## src/rtl/axi_shell_decouple_ctrl_if.sv

```systemverilog
// -----------------------------------------------------------------------------
// axi_shell_decouple_ctrl_if
// Handshake-only view of one side of an AXI4 link: valid/ready for the five
// channels plus the W and R last flags. Data and address payload travel
// beside this controller and are not carried here.
//
// Modports:
//   master - drives AW/AR/W valids, wlast, B/R readies
//   slave  - drives AW/AR/W readies, B/R valids, rlast
// -----------------------------------------------------------------------------
interface axi_shell_decouple_ctrl_if;
    logic awvalid;
    logic awready;
    logic arvalid;
    logic arready;
    logic wvalid;
    logic wready;
    logic wlast;
    logic bvalid;
    logic bready;
    logic rvalid;
    logic rready;
    logic rlast;

    modport master (
        output awvalid, arvalid, wvalid, wlast, bready, rready,
        input  awready, arready, wready, bvalid, rvalid, rlast
    );

    modport slave (
        input  awvalid, arvalid, wvalid, wlast, bready, rready,
        output awready, arready, wready, bvalid, rvalid, rlast
    );
endinterface

```

## src/rtl/axi_shell_decouple_ctrl.sv

```systemverilog
// -----------------------------------------------------------------------------
// axi_shell_decouple_ctrl
// Handshake gate beside the shell-to-user AXI4 register slice. Tracks
// outstanding reads and writes, caps them at MAX_OUTSTANDING, and on request
// stops new address acceptance, drains in-flight bursts and then isolates the
// user region for partial reconfiguration.
//
// Ports:
//   aclk, aresetn   clock, asynchronous active-low reset
//   decouple_req    level request to decouple
//   decoupled       user side isolated (registered)
//   drain_timeout   sticky: last drain ended by timeout
//   wr_outstanding  AW accepted minus B accepted
//   rd_outstanding  AR accepted minus R-last accepted
//   s_axi           shell-facing side (this block acts as slave)
//   m_axi           user-facing side (this block acts as master)
//
// States:
//   ACTIVE    | normal pass-through, credit cap enforced on AW/AR
//   DRAIN     | AW/AR blocked, W/B/R flow until idle or timeout
//   DECOUPLED | every channel gated, user region isolated
// -----------------------------------------------------------------------------
module axi_shell_decouple_ctrl #(
    parameter int MAX_OUTSTANDING = 32,
    parameter int CNT_BITS        = 6,
    parameter int DRAIN_TIMEOUT   = 4096,
    parameter int TMR_BITS        = 16
) (
    input  logic                 aclk,
    input  logic                 aresetn,
    input  logic                 decouple_req,
    output logic                 decoupled,
    output logic                 drain_timeout,
    output logic [CNT_BITS-1:0]  wr_outstanding,
    output logic [CNT_BITS-1:0]  rd_outstanding,
    axi_shell_decouple_ctrl_if.slave  s_axi,
    axi_shell_decouple_ctrl_if.master m_axi
);

    localparam logic [CNT_BITS-1:0]        CAP       = CNT_BITS'(MAX_OUTSTANDING);
    localparam logic [TMR_BITS-1:0]        TMO_LAST  = TMR_BITS'(DRAIN_TIMEOUT - 1);
    localparam logic signed [CNT_BITS:0]   PEND_ONE  = (CNT_BITS+1)'(1);

    typedef enum logic [1:0] {
        ACTIVE    = 2'd0,
        DRAIN     = 2'd1,
        DECOUPLED = 2'd2
    } state_t;

    state_t                     state;
    state_t                     next_state;
    logic [TMR_BITS-1:0]        timer;
    logic [TMR_BITS-1:0]        timer_next;
    logic signed [CNT_BITS:0]   w_pend;
    logic signed [CNT_BITS:0]   w_pend_next;
    logic [CNT_BITS-1:0]        wr_next;
    logic [CNT_BITS-1:0]        rd_next;
    logic                       clean_enter;
    logic                       force_enter;

    logic aw_en, ar_en, data_en;
    logic aw_hs, ar_hs, wlast_hs, b_hs, rlast_hs;
    logic idle;

    // Enables come only from registers so the gating stays a pure AND path.
    assign aw_en   = (state == ACTIVE) && (wr_outstanding < CAP);
    assign ar_en   = (state == ACTIVE) && (rd_outstanding < CAP);
    assign data_en = (state != DECOUPLED);

    assign m_axi.awvalid = s_axi.awvalid & aw_en;
    assign s_axi.awready = m_axi.awready & aw_en;
    assign m_axi.arvalid = s_axi.arvalid & ar_en;
    assign s_axi.arready = m_axi.arready & ar_en;
    assign m_axi.wvalid  = s_axi.wvalid  & data_en;
    assign s_axi.wready  = m_axi.wready  & data_en;
    assign s_axi.bvalid  = m_axi.bvalid  & data_en;
    assign m_axi.bready  = s_axi.bready  & data_en;
    assign s_axi.rvalid  = m_axi.rvalid  & data_en;
    assign m_axi.rready  = s_axi.rready  & data_en;

    // Last flags are payload; mirrored so each side of the link is fully driven.
    assign m_axi.wlast   = s_axi.wlast;
    assign s_axi.rlast   = m_axi.rlast;

    assign aw_hs    = s_axi.awvalid & m_axi.awready & aw_en;
    assign ar_hs    = s_axi.arvalid & m_axi.arready & ar_en;
    assign wlast_hs = s_axi.wvalid  & m_axi.wready  & data_en & s_axi.wlast;
    assign b_hs     = m_axi.bvalid  & s_axi.bready  & data_en;
    assign rlast_hs = m_axi.rvalid  & s_axi.rready  & data_en & m_axi.rlast;

    assign idle = (wr_outstanding == '0) && (rd_outstanding == '0) && (w_pend == '0);

    // Counter next values; a decrement at zero is a protocol error and holds.
    always_comb begin
        wr_next = wr_outstanding;
        if (aw_hs && !b_hs) begin
            wr_next = wr_outstanding + 1'b1;
        end else if (!aw_hs && b_hs && (wr_outstanding != '0)) begin
            wr_next = wr_outstanding - 1'b1;
        end
    end

    always_comb begin
        rd_next = rd_outstanding;
        if (ar_hs && !rlast_hs) begin
            rd_next = rd_outstanding + 1'b1;
        end else if (!ar_hs && rlast_hs && (rd_outstanding != '0)) begin
            rd_next = rd_outstanding - 1'b1;
        end
    end

    // W may lead AW, so w_pend is allowed to go negative.
    always_comb begin
        w_pend_next = w_pend;
        if (aw_hs && !wlast_hs) begin
            w_pend_next = w_pend + PEND_ONE;
        end else if (!aw_hs && wlast_hs) begin
            w_pend_next = w_pend - PEND_ONE;
        end
    end

    always_comb begin
        next_state  = state;
        timer_next  = timer;
        clean_enter = 1'b0;
        force_enter = 1'b0;
        case (state)
            ACTIVE: begin
                if (decouple_req) begin
                    next_state = DRAIN;
                    timer_next = '0;
                end
            end
            DRAIN: begin
                timer_next = timer + 1'b1;
                if (!decouple_req) begin
                    next_state = ACTIVE;
                end else if (idle) begin
                    next_state  = DECOUPLED;
                    clean_enter = 1'b1;
                end else if (timer == TMO_LAST) begin
                    next_state  = DECOUPLED;
                    force_enter = 1'b1;
                end
            end
            DECOUPLED: begin
                if (!decouple_req) begin
                    next_state = ACTIVE;
                end
            end
            default: begin
                next_state = ACTIVE;
            end
        endcase
    end

    always_ff @(posedge aclk or negedge aresetn) begin
        if (!aresetn) begin
            state         <= ACTIVE;
            timer         <= '0;
            decoupled     <= 1'b0;
            drain_timeout <= 1'b0;
        end else begin
            state     <= next_state;
            timer     <= timer_next;
            decoupled <= (next_state == DECOUPLED);
            if (clean_enter) begin
                drain_timeout <= 1'b0;
            end else if (force_enter) begin
                drain_timeout <= 1'b1;
            end
        end
    end

    // A forced decouple abandons whatever was in flight, so tracking restarts.
    always_ff @(posedge aclk or negedge aresetn) begin
        if (!aresetn) begin
            wr_outstanding <= '0;
            rd_outstanding <= '0;
            w_pend         <= '0;
        end else if (force_enter) begin
            wr_outstanding <= '0;
            rd_outstanding <= '0;
            w_pend         <= '0;
        end else begin
            wr_outstanding <= wr_next;
            rd_outstanding <= rd_next;
            w_pend         <= w_pend_next;
        end
    end

endmodule

```

## src/flat_wrapper.sv

```systemverilog
// flat-port wrapper written by rule: the top's interface ports become plain ports
module axi_shell_decouple_ctrl_flat 
#(
    parameter int MAX_OUTSTANDING = 32,
    parameter int CNT_BITS        = 6,
    parameter int DRAIN_TIMEOUT   = 4096,
    parameter int TMR_BITS        = 16
)
  (aclk, aresetn, decouple_req, decoupled, drain_timeout, wr_outstanding, rd_outstanding, s_axi_awvalid, s_axi_arvalid, s_axi_wvalid, s_axi_wlast, s_axi_bready, s_axi_rready, s_axi_awready, s_axi_arready, s_axi_wready, s_axi_bvalid, s_axi_rvalid, s_axi_rlast, m_axi_awvalid, m_axi_arvalid, m_axi_wvalid, m_axi_wlast, m_axi_bready, m_axi_rready, m_axi_awready, m_axi_arready, m_axi_wready, m_axi_bvalid, m_axi_rvalid, m_axi_rlast);
  axi_shell_decouple_ctrl_if s_axi_i ();
  axi_shell_decouple_ctrl_if m_axi_i ();
  input  logic aclk;
  input  logic aresetn;
  input  logic decouple_req;
  output logic decoupled;
  output logic drain_timeout;
  output logic [CNT_BITS-1:0] wr_outstanding;
  output logic [CNT_BITS-1:0] rd_outstanding;
  input wire logic [$bits(s_axi_i.awvalid)-1:0] s_axi_awvalid;
  input wire logic [$bits(s_axi_i.arvalid)-1:0] s_axi_arvalid;
  input wire logic [$bits(s_axi_i.wvalid)-1:0] s_axi_wvalid;
  input wire logic [$bits(s_axi_i.wlast)-1:0] s_axi_wlast;
  input wire logic [$bits(s_axi_i.bready)-1:0] s_axi_bready;
  input wire logic [$bits(s_axi_i.rready)-1:0] s_axi_rready;
  output wire logic [$bits(s_axi_i.awready)-1:0] s_axi_awready;
  output wire logic [$bits(s_axi_i.arready)-1:0] s_axi_arready;
  output wire logic [$bits(s_axi_i.wready)-1:0] s_axi_wready;
  output wire logic [$bits(s_axi_i.bvalid)-1:0] s_axi_bvalid;
  output wire logic [$bits(s_axi_i.rvalid)-1:0] s_axi_rvalid;
  output wire logic [$bits(s_axi_i.rlast)-1:0] s_axi_rlast;
  output wire logic [$bits(m_axi_i.awvalid)-1:0] m_axi_awvalid;
  output wire logic [$bits(m_axi_i.arvalid)-1:0] m_axi_arvalid;
  output wire logic [$bits(m_axi_i.wvalid)-1:0] m_axi_wvalid;
  output wire logic [$bits(m_axi_i.wlast)-1:0] m_axi_wlast;
  output wire logic [$bits(m_axi_i.bready)-1:0] m_axi_bready;
  output wire logic [$bits(m_axi_i.rready)-1:0] m_axi_rready;
  input wire logic [$bits(m_axi_i.awready)-1:0] m_axi_awready;
  input wire logic [$bits(m_axi_i.arready)-1:0] m_axi_arready;
  input wire logic [$bits(m_axi_i.wready)-1:0] m_axi_wready;
  input wire logic [$bits(m_axi_i.bvalid)-1:0] m_axi_bvalid;
  input wire logic [$bits(m_axi_i.rvalid)-1:0] m_axi_rvalid;
  input wire logic [$bits(m_axi_i.rlast)-1:0] m_axi_rlast;
  assign s_axi_i.awvalid = s_axi_awvalid;
  assign s_axi_i.arvalid = s_axi_arvalid;
  assign s_axi_i.wvalid = s_axi_wvalid;
  assign s_axi_i.wlast = s_axi_wlast;
  assign s_axi_i.bready = s_axi_bready;
  assign s_axi_i.rready = s_axi_rready;
  assign s_axi_awready = s_axi_i.awready;
  assign s_axi_arready = s_axi_i.arready;
  assign s_axi_wready = s_axi_i.wready;
  assign s_axi_bvalid = s_axi_i.bvalid;
  assign s_axi_rvalid = s_axi_i.rvalid;
  assign s_axi_rlast = s_axi_i.rlast;
  assign m_axi_awvalid = m_axi_i.awvalid;
  assign m_axi_arvalid = m_axi_i.arvalid;
  assign m_axi_wvalid = m_axi_i.wvalid;
  assign m_axi_wlast = m_axi_i.wlast;
  assign m_axi_bready = m_axi_i.bready;
  assign m_axi_rready = m_axi_i.rready;
  assign m_axi_i.awready = m_axi_awready;
  assign m_axi_i.arready = m_axi_arready;
  assign m_axi_i.wready = m_axi_wready;
  assign m_axi_i.bvalid = m_axi_bvalid;
  assign m_axi_i.rvalid = m_axi_rvalid;
  assign m_axi_i.rlast = m_axi_rlast;
  axi_shell_decouple_ctrl #(.MAX_OUTSTANDING(MAX_OUTSTANDING), .CNT_BITS(CNT_BITS), .DRAIN_TIMEOUT(DRAIN_TIMEOUT), .TMR_BITS(TMR_BITS)) u_core (.aclk(aclk), .aresetn(aresetn), .decouple_req(decouple_req), .decoupled(decoupled), .drain_timeout(drain_timeout), .wr_outstanding(wr_outstanding), .rd_outstanding(rd_outstanding), .s_axi(s_axi_i), .m_axi(m_axi_i));
endmodule
```

## config.mk

```make
export PLATFORM = sky130hd
export DESIGN_NAME = axi_shell_decouple_ctrl_flat
export DESIGN_NICKNAME = d
export VERILOG_FILES = /design/src/rtl/axi_shell_decouple_ctrl_if.sv /design/src/rtl/axi_shell_decouple_ctrl.sv /design/src/flat_wrapper.sv
export SDC_FILE = /design/constraint.sdc
export NUM_CORES = 1
export LEC_CHECK = 0
export ABC_CLOCK_PERIOD_IN_PS = 2800
export BUFFER_PORTS_ARGS = -buffer_cell sky130_fd_sc_hd__buf_2
export CAP_MARGIN = 20
export CORE_ASPECT_RATIO = 1.2
export CORE_MARGIN = 5
export CORE_UTILIZATION = 40
export CTS_CLUSTER_DIAMETER = 60
export DETAILED_ROUTE_END_ITERATION = 6
export HOLD_SLACK_MARGIN = 0.02
export MAX_ROUTING_LAYER = met4
export PLACE_DENSITY_LB_ADDON = 0.15
export SLEW_MARGIN = 20
export SYNTH_ARGS = -nofsm -noshare
export SYNTH_HDL_FRONTEND = slang
export SYNTH_SLANG_ARGS = --single-unit
```

## constraint.sdc

```tcl
create_clock -name aclk -period 2.8 [get_ports aclk]
set_input_delay 0.14 -clock aclk [delete_from_list [all_inputs] [get_ports aclk]]
set_output_delay 0.14 -clock aclk [all_outputs]
set_load 0.01 [all_outputs]
```

Word-level counts from Yosys, hierarchy flattened
Cells that the tools add are included.
{"block": "totals", "ff_bits": 39, "wordCells": 99, "in_bits": 15, "output_inout_bits": 26}
{"block": "op_classes", "n_mux": 26, "order_cmp": 2, "n_bitwise": 22, "n_eq_ne": 6, "n_addsub": 7, "reduce_logical": 29}
{"cell": "$mux 6", "count": 6}
{"cell": "$pmux 16 s2", "count": 1}
{"cell": "$and 1x1->1", "count": 22}
{"cell": "$mux 7", "count": 3}
{"cell": "$add 16x1->16 const B", "count": 1}
{"cell": "$eq 16x12->1 const B", "count": 1}
{"cell": "$mux 16", "count": 1}
{"cell": "$add 6x1->6 const B", "count": 2}
{"cell": "$logic_and 1x1->1", "count": 12}
{"cell": "$logic_not 6->1", "count": 2}
{"cell": "$lt 6x6->1 const B", "count": 2}
{"cell": "$reduce_bool 6->1", "count": 2}
{"cell": "$sub 6x1->6 const B", "count": 2}
{"cell": "$mux 2", "count": 5}
{"cell": "$mux 1", "count": 9}
{"cell": "$reduce_bool 3->1", "count": 3}
{"cell": "$add 7x2->7 const B", "count": 1}
{"cell": "$logic_not 7->1", "count": 1}
{"cell": "$sub 7x2->7 const B", "count": 1}
{"cell": "$pmux 2 s3", "count": 1}
{"cell": "$logic_not 1->1", "count": 5}
{"cell": "$eq 2x2->1 const B", "count": 2}
{"cell": "$ne 2x2->1 const B", "count": 2}
{"cell": "$reduce_bool 2->1", "count": 2}
{"cell": "3 further kinds", "count": 3}

Depth between registers and ports, before layout
Gate-level depths: netlist (run 1).
{"block": "logic_depth", "depth_word": 9, "ltp_mapped": 13, "depth_no_buf": 11}

Least setup slack after synthesis (run 1)
Ideal clock, no wire load.
{"block": "synth_path", "path_kind": "register to register", "start": "register u_core.state[0]", "end": "register u_core.w_pend[4]", "path_slack_ns": -0.108, "setup_time_ns": 0.078, "required_time_ns": 2.722, "synth_period_minus_slack_ns": 2.908, "stages_incl_launch_ff": 12, "arrival_time_ns": 2.830, "n_path_buf": 1, "cell_sequence": "dfrtp_1 buf_6 or4b_4 nor2_1 ha_1 inv_1 ha_1 nor2b_1 o21a_1 o21ai_0 or3b_2 a21oi_1"}
{"block": "synth_via", "elab_chain_cells": 7, "elab_cells_between_ends": 15, "classes_between": "2 x eq/ne; 3 x mux; 3 x bitwise; 7 x reduce/logical"}
{"item": "start, declared", "line": "axi_shell_decouple_ctrl.sv:50", "rtl": "state_t state;"}
{"item": "start signal, assigned", "line": "axi_shell_decouple_ctrl.sv:164", "rtl": "state <= next_state;"}
{"item": "$ne 2x2->1", "line": "axi_shell_decouple_ctrl.sv:68", "rtl": "assign data_en = (state != DECOUPLED);"}
{"item": "$and 1x1->1 (2 in a row)", "line": "axi_shell_decouple_ctrl.sv:87", "rtl": "assign wlast_hs = s_axi.wvalid & m_axi.wready & data_en & s_axi.wlast;"}
{"item": "$logic_not 1->1", "line": "axi_shell_decouple_ctrl.sv:115", "rtl": "if (aw_hs && !wlast_hs) begin"}
{"item": "$logic_and 1x1->1", "line": "axi_shell_decouple_ctrl.sv:115"}
{"item": "$mux 7", "line": "axi_shell_decouple_ctrl.sv:115"}
{"item": "$mux 7", "line": "axi_shell_decouple_ctrl.sv:181", "rtl": "end else if (force_enter) begin"}
{"item": "end signal, assigned", "line": "axi_shell_decouple_ctrl.sv:188", "rtl": "w_pend <= w_pend_next;"}
{"item": "end, declared", "line": "axi_shell_decouple_ctrl.sv:54", "rtl": "logic signed [CNT_BITS:0] w_pend;"}
Several ways; a longest one is shown, not always the timed one.
A chain may end at the register's enable or synchronous reset.

Worst setup path after layout (run 1)
{"block": "layout_path", "start": "register u_core.state[1]", "end": "register u_core.w_pend[4]"}
The elaborated chain is that of the path after synthesis.

==> results.tsv, run 1 <==
stage	metric	value	unit
synth	syn_area_per_cell	9.31	um^2
timing	crit path time final	2680	ps
grt	first-pass GRT wire length	10300	um
drt	Initial DRC Count	85	
grt	largest net degree at the start of global routing	40	
power	leak pwr	1.49	nW
clock_tree	maximum clock path buffer count	2	
layout	# diodes	0	
layout	Filler Cell Count	660	
timing	setup_tns	0	ps
synth	net count after synthesis	318	
synth	Mapped Area	0.00263	mm^2
clock_tree	Worst-Skew Late Latency	290	ps
layout	final core occ	49.6	%
timing	Worst Tran Pin Value	918	ps
die	Die Span X	84.1	um
drt	drt total wl	6100	um
grt	Total GRT Usage	15.6	%
drt	DRC	0	
place	Placer Congestion	0.779	
synth	Yosys cell types	52	
place	Area after DPL	0.00302	mm^2
setup_path	arrival time worst endpoint	2910	ps
timing	Slew Viols, Final	0	
die	die area	0.00831	mm^2
synth	Yosys top cell by area	dfrtp_1	
synth	post-synthesis sequential area ratio	37.1	%
hold_path	worst hold-check path type	in -> reg	
timing	# setup viols final	0	
grt	vias in the first global route	2165	
clock_tree	Num CTS Buffers	5	
power	power density cells	862	mW/mm^2
run	Max Cap Violations	0	
timing	max frequency	0.373	GHz
timing	Final Hold Vio Count	0	
setup_path	CP Max Fanout	7	
layout	ratio of cells with drive above 1 in the final layout	25.6	%
timing	Slew headroom	38.8	%
clock_tree	CTS root buf	clkbuf_8	
drt	Antenna Nets Post-Route	0	
synth	asr flop ratio synth	100	%
setup_path	Worst EP required	3030	ps
die	CORE AREA	0.00641	mm^2
die	FP Rows	32	
clock_tree	htree depth	2	
layout	commonest non-fill, non-tap cell in the layout	buf_2	
synth	Post-synth EDFFs	0	
synth	Post-Syn Instances	283	
power	Power Total	2.74	mW
power	Max rail drop VDD	0.382	mV
setup_path	crit start category	flip-flop	
grt	initial antenna violation count	0	
drt	drt pass-1 iters	4	
die	die outline height	98.9	um
place	DPL Wire Length	4570	um
synth	synthesized flop and latch total	39	
place	cell total after placement	414	
synth	Synth area leaders	dfrtp_1 37%, ha_1 8.1%, nor2_1 5.1%, xnor2_1 4.0%, xor2_1 3.3%	
synth	share of the synthesized area in the top cell type	37.1	%
drt	DR vias	2194	
die	I/O pins	41	
clock_tree	Clock Sinks	39	
timing	final worst-path cycle share	95.8	%
timing	final worst slack	117	ps
synth	Synth Flop Type	dfrtp_1	
synth	Ys Warns	0	
setup_path	WS Path Type	reg -> reg	
status	status	finished, final reports clean	
layout	Layout area overhead	20.6	%
layout	fin cells	425	
layout	Nets	374	
grt	total congestion overflow	0	
timing	RSZ-0062 raised after global routing	no	
clock_tree	CTS tree	built	
clock_tree	Worst-path clk slew	90	ps
layout	multi-input combinational cell area	0.00159	mm^2
place	Post-Place Setup Slack	57.4	ps
timing	Fin Hold WS	121	ps
place	Port Buffer Count	40	
die	initial core utilization	41.1	%
timing	Clock Skew	11.5	ps
layout	most frequent cells in the layout	40 x buf_2, 39 x dfrtp_1, 34 x nor2_1, 16 x buf_4, 15 x ha_1	
layout	Sequential Area	976	um^2
drt	vias per cell	5.16	
setup_path	Setup crit end kind	flip-flop	
drt	drt wl/cell	14.3	um
layout	Final Cell Area	0.00318	mm^2
## cells by family (layout without fill, tap and decap cells)
kind of cell,after synthesis,count (layout),share of synthesized area (%)
xor gates and xnor gates,22,22,7.32
muxes,9,9,3.52
DFF,39,39,37.1
and+or+nand+nor,119,119,23.2
AOI/OAI and AO/OA,51,51,14.6
buffers and inverters,23,80,3.94
adders and majority gates,20,20,10.4
## power by group
part	leakage, nW	internal [mW]	switching, mW
Combinational	0.934	0.662	0.689
Sequential	0.493	0.718	0.179
Clock	0.0612	0.289	0.203
## final timing paths
| kind | start | endpoint | slack, ps | depth (start not counted) |
|---|---|---|---|---|
| min in group asynchronous | aresetn | u_core.w_pend[6]$_DFFE_PN0P_ | 520 | 2 |
| hold reg to reg | u_core.drain_timeout$_DFFE_PN0P_ | u_core.drain_timeout$_DFFE_PN0P_ | 540 | 2 |
| setup reg to reg | u_core.state[1]$_DFF_PN0_ | u_core.w_pend[4]$_DFFE_PN0P_ | 120 | 10 |
| setup / recovery | u_core.state[1]$_DFF_PN0_ | u_core.w_pend[4]$_DFFE_PN0P_ | 120 | 10 |
| hold / removal | decouple_req | u_core.drain_timeout$_DFFE_PN0P_ | 120 | 2 |
| max in group asynchronous | aresetn | u_core.timer[1]$_DFFE_PN0P_ | 1710 | 2 |
## worst max-delay path: stages, from the launching register on
cell and delay, ps:
dfrtp_1 390, or4b_4 580, nor2_2 120, ha_2 180
inv_2 90, ha_4 220, nor2b_2 160, o21a_1 170
o21ai_0 130, or3b_2 450, a21oi_1 130
## layout make-up
cell class	instances	area share [%]
Timing Repair Buffer	57	10.4
Inverter	15	1.77
Sequential cell	39	30.7
Multi-Input combinational cell	221	50.1
Clock buffer	6	2.60
Clock inverter	2	1.10
Tap cell	85	3.35
## timing repair
action | in CTS | in global routing
hold buffers | 1 | 0
setup buffers | 0 | 2
setup endpoints to repair | 0 | 5
resized for setup | 0 | 7
endpoints found under the hold margin | 36 | 0
## cell usage after synthesis, types with 2 or more instances
cell / instances
mux2i_1: 7
a211oi_1: 8
dfrtp_1: 39
clkbuf_1: 3
nor4_1: 8
ha_1: 17
o21bai_1: 3
nand2b_1: 4
xnor2_1: 12
buf_2: 2
nand2_1: 15
nor2b_1: 6
nor2_2: 2
nand3_1: 14
nand4_1: 4
and2_1: 8
nor3_1: 9
buf_4: 2
inv_1: 14
a21o_1: 4
xor2_1: 10
a21oi_1: 10
a22o_1: 3
nor3b_1: 2
o21a_1: 4
fa_1: 3
mux2_2: 2
or3b_2: 2
o21ai_0: 6
nor2_1: 36
and3_1: 3
## routing by layer
metal	up-vias	track usage, %	routed length [um]
li1	1118	-	-
met1	1053	19.6	2770
met2	19	26.0	3150
met3	4	3.18	144
met4	0	3.71	38
met5	-	-	0
## sequential cells by signal, indices dropped and copies added, names as in the netlist
| signal | cells |
|---|---|
| u_core.timer | 16 |
| u_core.decoupled | 1 |
| u_core.w_pend | 7 |
| u_core.drain_timeout | 1 |
| u_core.wr_outstanding | 6 |
| u_core.state | 2 |
| u_core.rd_outstanding | 6 |
No activity file was read; power rests on OpenSTA's default activity.
==> run 2: changes to the inputs <==
- CORE_MARGIN: 5 -> 2
==> run 2 against run 1 <==
Net effect: sequential power up 0.4%; design area fell by 0.83%; worst hold slack got worse by 21 ps; combinational power is essentially flat; routed wire length shrank 1.2%; critical path depth is the same; global-route usage up 3.1 points; first-iteration DRC count decreased by 13%; clock-buffer cell count fell by 1; cell count shrank 0.24%; via count fell by 0.14%; highest routed layer unchanged.
==> results.tsv, run 2 (synthesis results as in run 1) <==
stage	metric	value	unit
status	status	finished, final reports clean	
grt	largest net degree at the start of global routing	40	
layout	commonest non-fill, non-tap cell in the layout	buf_2	
timing	Clock Skew	7.99	ps
setup_path	Top Family by Delay on Critical Path	simple AND/OR/NAND/NOR gates	
timing	Final Hold Vio Count	0	
clock_tree	maximum clock path buffer count	2	
run	Max Cap Violations	0	
place	DPL Wire Length	4570	um
clock_tree	htree depth	2	
grt	first-pass GRT wire length	10400	um
drt	DRC	0	
power	power density cells	847	mW/mm^2
layout	most frequent cells in the layout	40 x buf_2, 39 x dfrtp_1, 35 x nor2_1, 15 x buf_4	
place	cell total after placement	415	
grt	vias in the first global route	2231	
die	I/O pins	41	
drt	vias per cell	5.17	
die	initial core utilization	41.1	%
layout	Nets	373	
drt	DR vias	2191	
drt	Antenna Nets Post-Route	0	
setup_path	Worst EP required	3030	ps
clock_tree	Worst-Skew Late Latency	300	ps
setup_path	Crit-path slowest cell	or4b_4	
timing	Slew headroom	41.1	%
clock_tree	Num CTS Buffers	5	
clock_tree	Clock Sinks	39	
layout	largest register by flop count	u_core.timer	
grt	total congestion overflow	0	
layout	# diodes	0	
timing	Worst Tran Pin Value	883	ps
setup_path	WP buf/inv	1	
timing	crit path time final	2650	ps
drt	Initial DRC Count	74	
timing	final worst-path cycle share	94.7	%
setup_path	Setup crit end kind	flip-flop	
timing	Slew Viols, Final	0	
timing	RSZ-0062 raised after global routing	yes	
timing	# setup viols final	0	
place	Port Buffer Count	40	
power	Max rail drop VDD	0.390	mV
timing	Fin Hold WS	100	ps
setup_path	WS Path Type	reg -> reg	
drt	drt wl/cell	14.2	um
layout	Largest regs	u_core.timer x16, u_core.w_pend x7	
timing	setup_tns	0	ps
layout	Layout area overhead	19.6	%
layout	final core occ	49.2	%
grt	Total GRT Usage	18.7	%
setup_path	slowest stage delay, CP	530	ps
setup_path	arrival time worst endpoint	2880	ps
layout	Filler Cell Count	664	
clock_tree	Worst-path clk slew	90	ps
setup_path	CP Max Fanout	7	
hold_path	worst hold-check path type	in -> reg	
drt	drt total wl	6020	um
setup_path	crit start category	flip-flop	
die	die outline height	92.9	um
power	leak pwr	1.46	nW
drt	drt pass-1 iters	4	
grt	initial antenna violation count	0	
clock_tree	CTS root buf	clkbuf_8	
setup_path	crit path cell chain	or4b_4 -> nor2_2 -> ha_2 -> inv_2 -> ha_4 -> nor2b_2 -> o21a_1 -> o21ai_1 -> or3b_2 -> a21oi_1	
die	Die Span X	78.1	um
layout	max FFs per register	16	
clock_tree	postcts setup bufs	0	
clock_tree	CTS tree	built	
timing	max frequency	0.377	GHz
layout	ratio of cells with drive above 1 in the final layout	25.1	%
layout	fin cells	424	
die	die area	0.00725	mm^2
die	CORE AREA	0.00641	mm^2
place	Placer Congestion	0.867	
die	FP Rows	32	
==> run 2: cell types whose count changed in the layout (fill, tap and decap cells not counted), sizes merged <==
| cell | previous run | this run |
|---|---|---|
| clkinvlp | 0 | 2 |
| buf | 56 | 55 |
| bufinv | 1 | 0 |
| clkbuf | 6 | 5 |
==> run 2: layer usage <==
metal / up-vias / global-route usage (%) / share of wire (%)
li1: 1120 / - / -
met1: 1033 / 22.5 / 44
met2: 24 / 32.0 / 51
met3: 14 / 3.70 / 2.2
met4: 0 / 5.41 / 2.4
met5: - / - / 0
==> run 2: power breakdown <==
part	switching [mW]	internal (mW)	total, mW
combinational	0.691	0.684	1.37
clock	0.217	0.174	0.391
sequential	0.183	0.718	0.902
total	1.09	1.58	2.67
==> run 2: final timing paths <==
check,from,endpoint,slack [ps],cells past startpoint
setup / recovery,u_core.state[0]$_DFF_PN0_,u_core.w_pend[4]$_DFFE_PN0P_,150,10
hold / removal,decouple_req,u_core.drain_timeout$_DFFE_PN0P_,100,2
setup reg to reg,u_core.state[0]$_DFF_PN0_,u_core.w_pend[4]$_DFFE_PN0P_,150,10
hold reg to reg,u_core.timer[0]$_DFFE_PN0P_,u_core.timer[0]$_DFFE_PN0P_,530,1
max in group asynchronous,aresetn,u_core.timer[0]$_DFFE_PN0P_,1740,2
min in group asynchronous,aresetn,u_core.w_pend[1]$_DFFE_PN0P_,500,2
==> run 2: area by class of cell <==
| cell class | count | area (um^2) | share of cell area [%] |
|---|---|---|---|
| Sequential cell | 39 | 976 | 31.0 |
| Clock inverter | 3 | 20.0 | 0.635 |
| Timing Repair Buffer | 56 | 323 | 10.2 |
| Clock buffer | 5 | 68.8 | 2.18 |
| Multi-Input combinational cell | 221 | 1600 | 50.8 |
| Tap cell | 85 | 106 | 3.38 |
| Inverter | 15 | 56.3 | 1.79 |
==> run 2: timing repair <==
action	4_1_cts	5_1_grt
hold buffers	1	0
endpoints found under the setup margin	0	6
resized for setup	0	7
hold endpoints to repair	39	0
==> run 2: worst reg2reg max path: stages (launching register included) <==
cell	delay, ps
dfrtp_1	430
or4b_4	530
nor2_2	130
ha_2	180
inv_2	90
ha_4	220
nor2b_2	160
o21a_1	180
o21ai_1	100
or3b_2	440
a21oi_1	120
==> run 2: stage by stage <==
stage | area [um^2] | total power [mW] | worst slack, ps
3_3_place_gp | 3020 | 2.24 | 139
5_1_grt | 3150 | 2.93 | -8.32
2_1_floorplan | 2660 | 1.84 | 8.09
6_report | 3150 | 2.67 | 148
3_5_place_dp | 3020 | 2.25 | 85.3
4_1_cts | 3120 | 2.65 | 60.3
==> run 3: changes to the inputs <==
--- a/constraint.sdc
+++ b/constraint.sdc
@@ -3,2 +3,2 @@
 set_output_delay 0.14 -clock aclk [all_outputs]
-set_load 0.01 [all_outputs]
+set_load 0.02 [all_outputs]
==> run 3 against run 2 <==
Net effect: register-to-register slack lost 70 ps; core utilization increased by 0.64 points; design area grew 1.3%; non-clock buffer count grew 1; combinational power is 8% higher; routed wire length down 1.8%; via count is 1.7% higher; highest routed layer unchanged.
==> results.tsv, run 3 (synthesis results as in run 1) <==
stage	metric	value	unit
setup_path	Worst EP required	3040	ps
hold_path	worst hold-check path type	in -> reg	
layout	commonest non-fill, non-tap cell in the layout	buf_2	
clock_tree	CTS tree	built	
place	DPL Wire Length	4410	um
die	Die Span X	78.1	um
status	status	finished, final reports clean	
die	CORE AREA	0.00641	mm^2
clock_tree	htree depth	2	
power	Max rail drop VDD	0.377	mV
drt	DR vias	2229	
die	FP Rows	32	
place	Placer Congestion	0.910	
grt	initial antenna violation count	0	
clock_tree	Worst-path clk slew	80	ps
timing	Clock Skew	8.67	ps
setup_path	arrival time worst endpoint	2960	ps
timing	final worst-path cycle share	97.2	%
layout	Nets	374	
drt	drt pass-1 iters	4	
run	Max Cap Violations	0	
clock_tree	Clock Sinks	39	
setup_path	Setup crit end kind	flip-flop	
power	power density cells	899	mW/mm^2
hold_path	WHS Endpoint	u_core.drain_timeout$_DFFE_PN0P_	
setup_path	CP Max Fanout	7	
setup_path	r2r endpoint	u_core.w_pend[5]$_DFFE_PN0P_	
timing	Final Hold Vio Count	0	
grt	Total GRT Usage	17.6	%
layout	fin cells	425	
place	cell total after placement	416	
grt	first-pass GRT wire length	9970	um
layout	max FFs per register	16	
layout	largest register by flop count	u_core.timer	
hold_path	min-delay src	decouple_req	
place	Post-Place Setup Slack	55.5	ps
clock_tree	Worst-Skew Late Latency	290	ps
die	die area	0.00725	mm^2
drt	Initial DRC Count	65	
drt	vias per cell	5.24	
die	I/O pins	41	
layout	ratio of cells with drive above 1 in the final layout	25.3	%
timing	Slew Viols, Final	0	
timing	crit path time final	2720	ps
die	die outline height	92.9	um
drt	drt total wl	5910	um
timing	Fin Hold WS	129	ps
clock_tree	Num CTS Buffers	5	
place	Port Buffer Count	40	
setup_path	WS Path Type	reg -> reg	
timing	Slew headroom	41.8	%
setup_path	cells on worst reg2reg path	10	
setup_path	crit start category	flip-flop	
timing	setup_tns	0	ps
timing	final worst slack	77.4	ps
power	Power Total	2.87	mW
timing	max frequency	0.367	GHz
grt	vias in the first global route	2175	
hold_path	hold depth	2	
clock_tree	CTS root buf	clkbuf_8	
clock_tree	maximum clock path buffer count	2	
drt	DRC	0	
timing	# setup viols final	0	
layout	Layout area overhead	21.2	%
power	leak pwr	1.49	nW
setup_path	Critical Path Source	u_core.state[1]$_DFF_PN0_	
setup_path	Worst R2R Start	u_core.state[1]$_DFF_PN0_	
layout	Largest regs	u_core.timer x16, u_core.w_pend x7	
layout	# diodes	0	
grt	largest net degree at the start of global routing	40	
layout	most frequent cells in the layout	40 x buf_2, 39 x dfrtp_1, 36 x nor2_1, 16 x buf_4, 15 x nand2_1	
grt	total congestion overflow	0	
setup_path	worst reg2reg setup slack	80	ps
die	initial core utilization	41.1	%
timing	RSZ-0062 raised after global routing	yes	
drt	Antenna Nets Post-Route	0	
drt	drt wl/cell	13.9	um
timing	Worst Tran Pin Value	873	ps
-- run 3: cell types whose count changed in the layout (fill, tap and decap cells not counted), sizes merged --
cell | previous run | this run
buf | 55 | 56
clkbuf | 5 | 6
clkinvlp | 2 | 0
bufinv | 0 | 1
-- run 3: what timing repair did --
item | CTS | global route
hold endpoints to repair | 39 | 0
hold buffers | 1 | 0
setup buffers | 0 | 0
gates resized for setup | 0 | 6
endpoints found under the setup margin | 0 | 4
-- run 3: layout make-up --
| cell class | instances | area, um^2 |
|---|---|---|
| Clock buffer | 6 | 82.6 |
| Clock inverter | 2 | 35.0 |
| Fill cell | 629 | 3210 |
| Inverter | 15 | 56.3 |
| Multi-Input combinational cell | 221 | 1610 |
| Sequential cell | 39 | 976 |
| Tap cell | 85 | 106 |
| Timing Repair Buffer | 57 | 330 |
-- run 3: how the worst max path moves through the flow --
| stage | endpoint |
|---|---|
| after floorplan | u_core.w_pend[6]$_DFFE_PN0P_ |
| after global placement | u_core.w_pend[6]$_DFFE_PN0P_ |
| after detailed placement | u_core.w_pend[6]$_DFFE_PN0P_ |
| after CTS | u_core.w_pend[6]$_DFFE_PN0P_ |
| after global routing | u_core.w_pend[4]$_DFFE_PN0P_ |
| final | u_core.w_pend[5]$_DFFE_PN0P_ |
-- run 3: routing by layer --
| layer | global-route usage [%] | share of wire (%) | vias up |
|---|---|---|---|
| met1 | 20.9 | 46 | 1066 |
| met5 | - | 0 | - |
| met4 | 6.14 | 1.7 | 0 |
| met3 | 3.12 | 2.6 | 9 |
| met2 | 30.2 | 50 | 32 |
| li1 | - | - | 1122 |
-- run 3: metrics by stage --
stage / cell area (um^2) / utilization [%]
2_1_floorplan: 2660 / -
5_1_grt: 3190 / 49.8
4_1_cts: 3160 / 49.3
6_report: 3190 / 49.8
3_3_place_gp: 3030 / 47.3
3_5_place_dp: 3030 / 47.3
-- run 3: worst max-delay path, cell delays in order (launching register included) --
cell     delay, ps
dfrtp_1        400
or4b_4         570
nor2_1         130
ha_2           190
inv_2          100
ha_1           320
a21oi_1        130
nand2_1        100
a31oi_2        210
mux2i_2        310
o221a_2        220
-- run 3: power by group --
part / total, mW / switching [mW] / leakage (nW) / internal (mW)
logic: 1.48 / 0.776 / 0.939 / 0.702
registers: 0.899 / 0.180 / 0.493 / 0.718
clock network: 0.491 / 0.202 / 0.0612 / 0.288
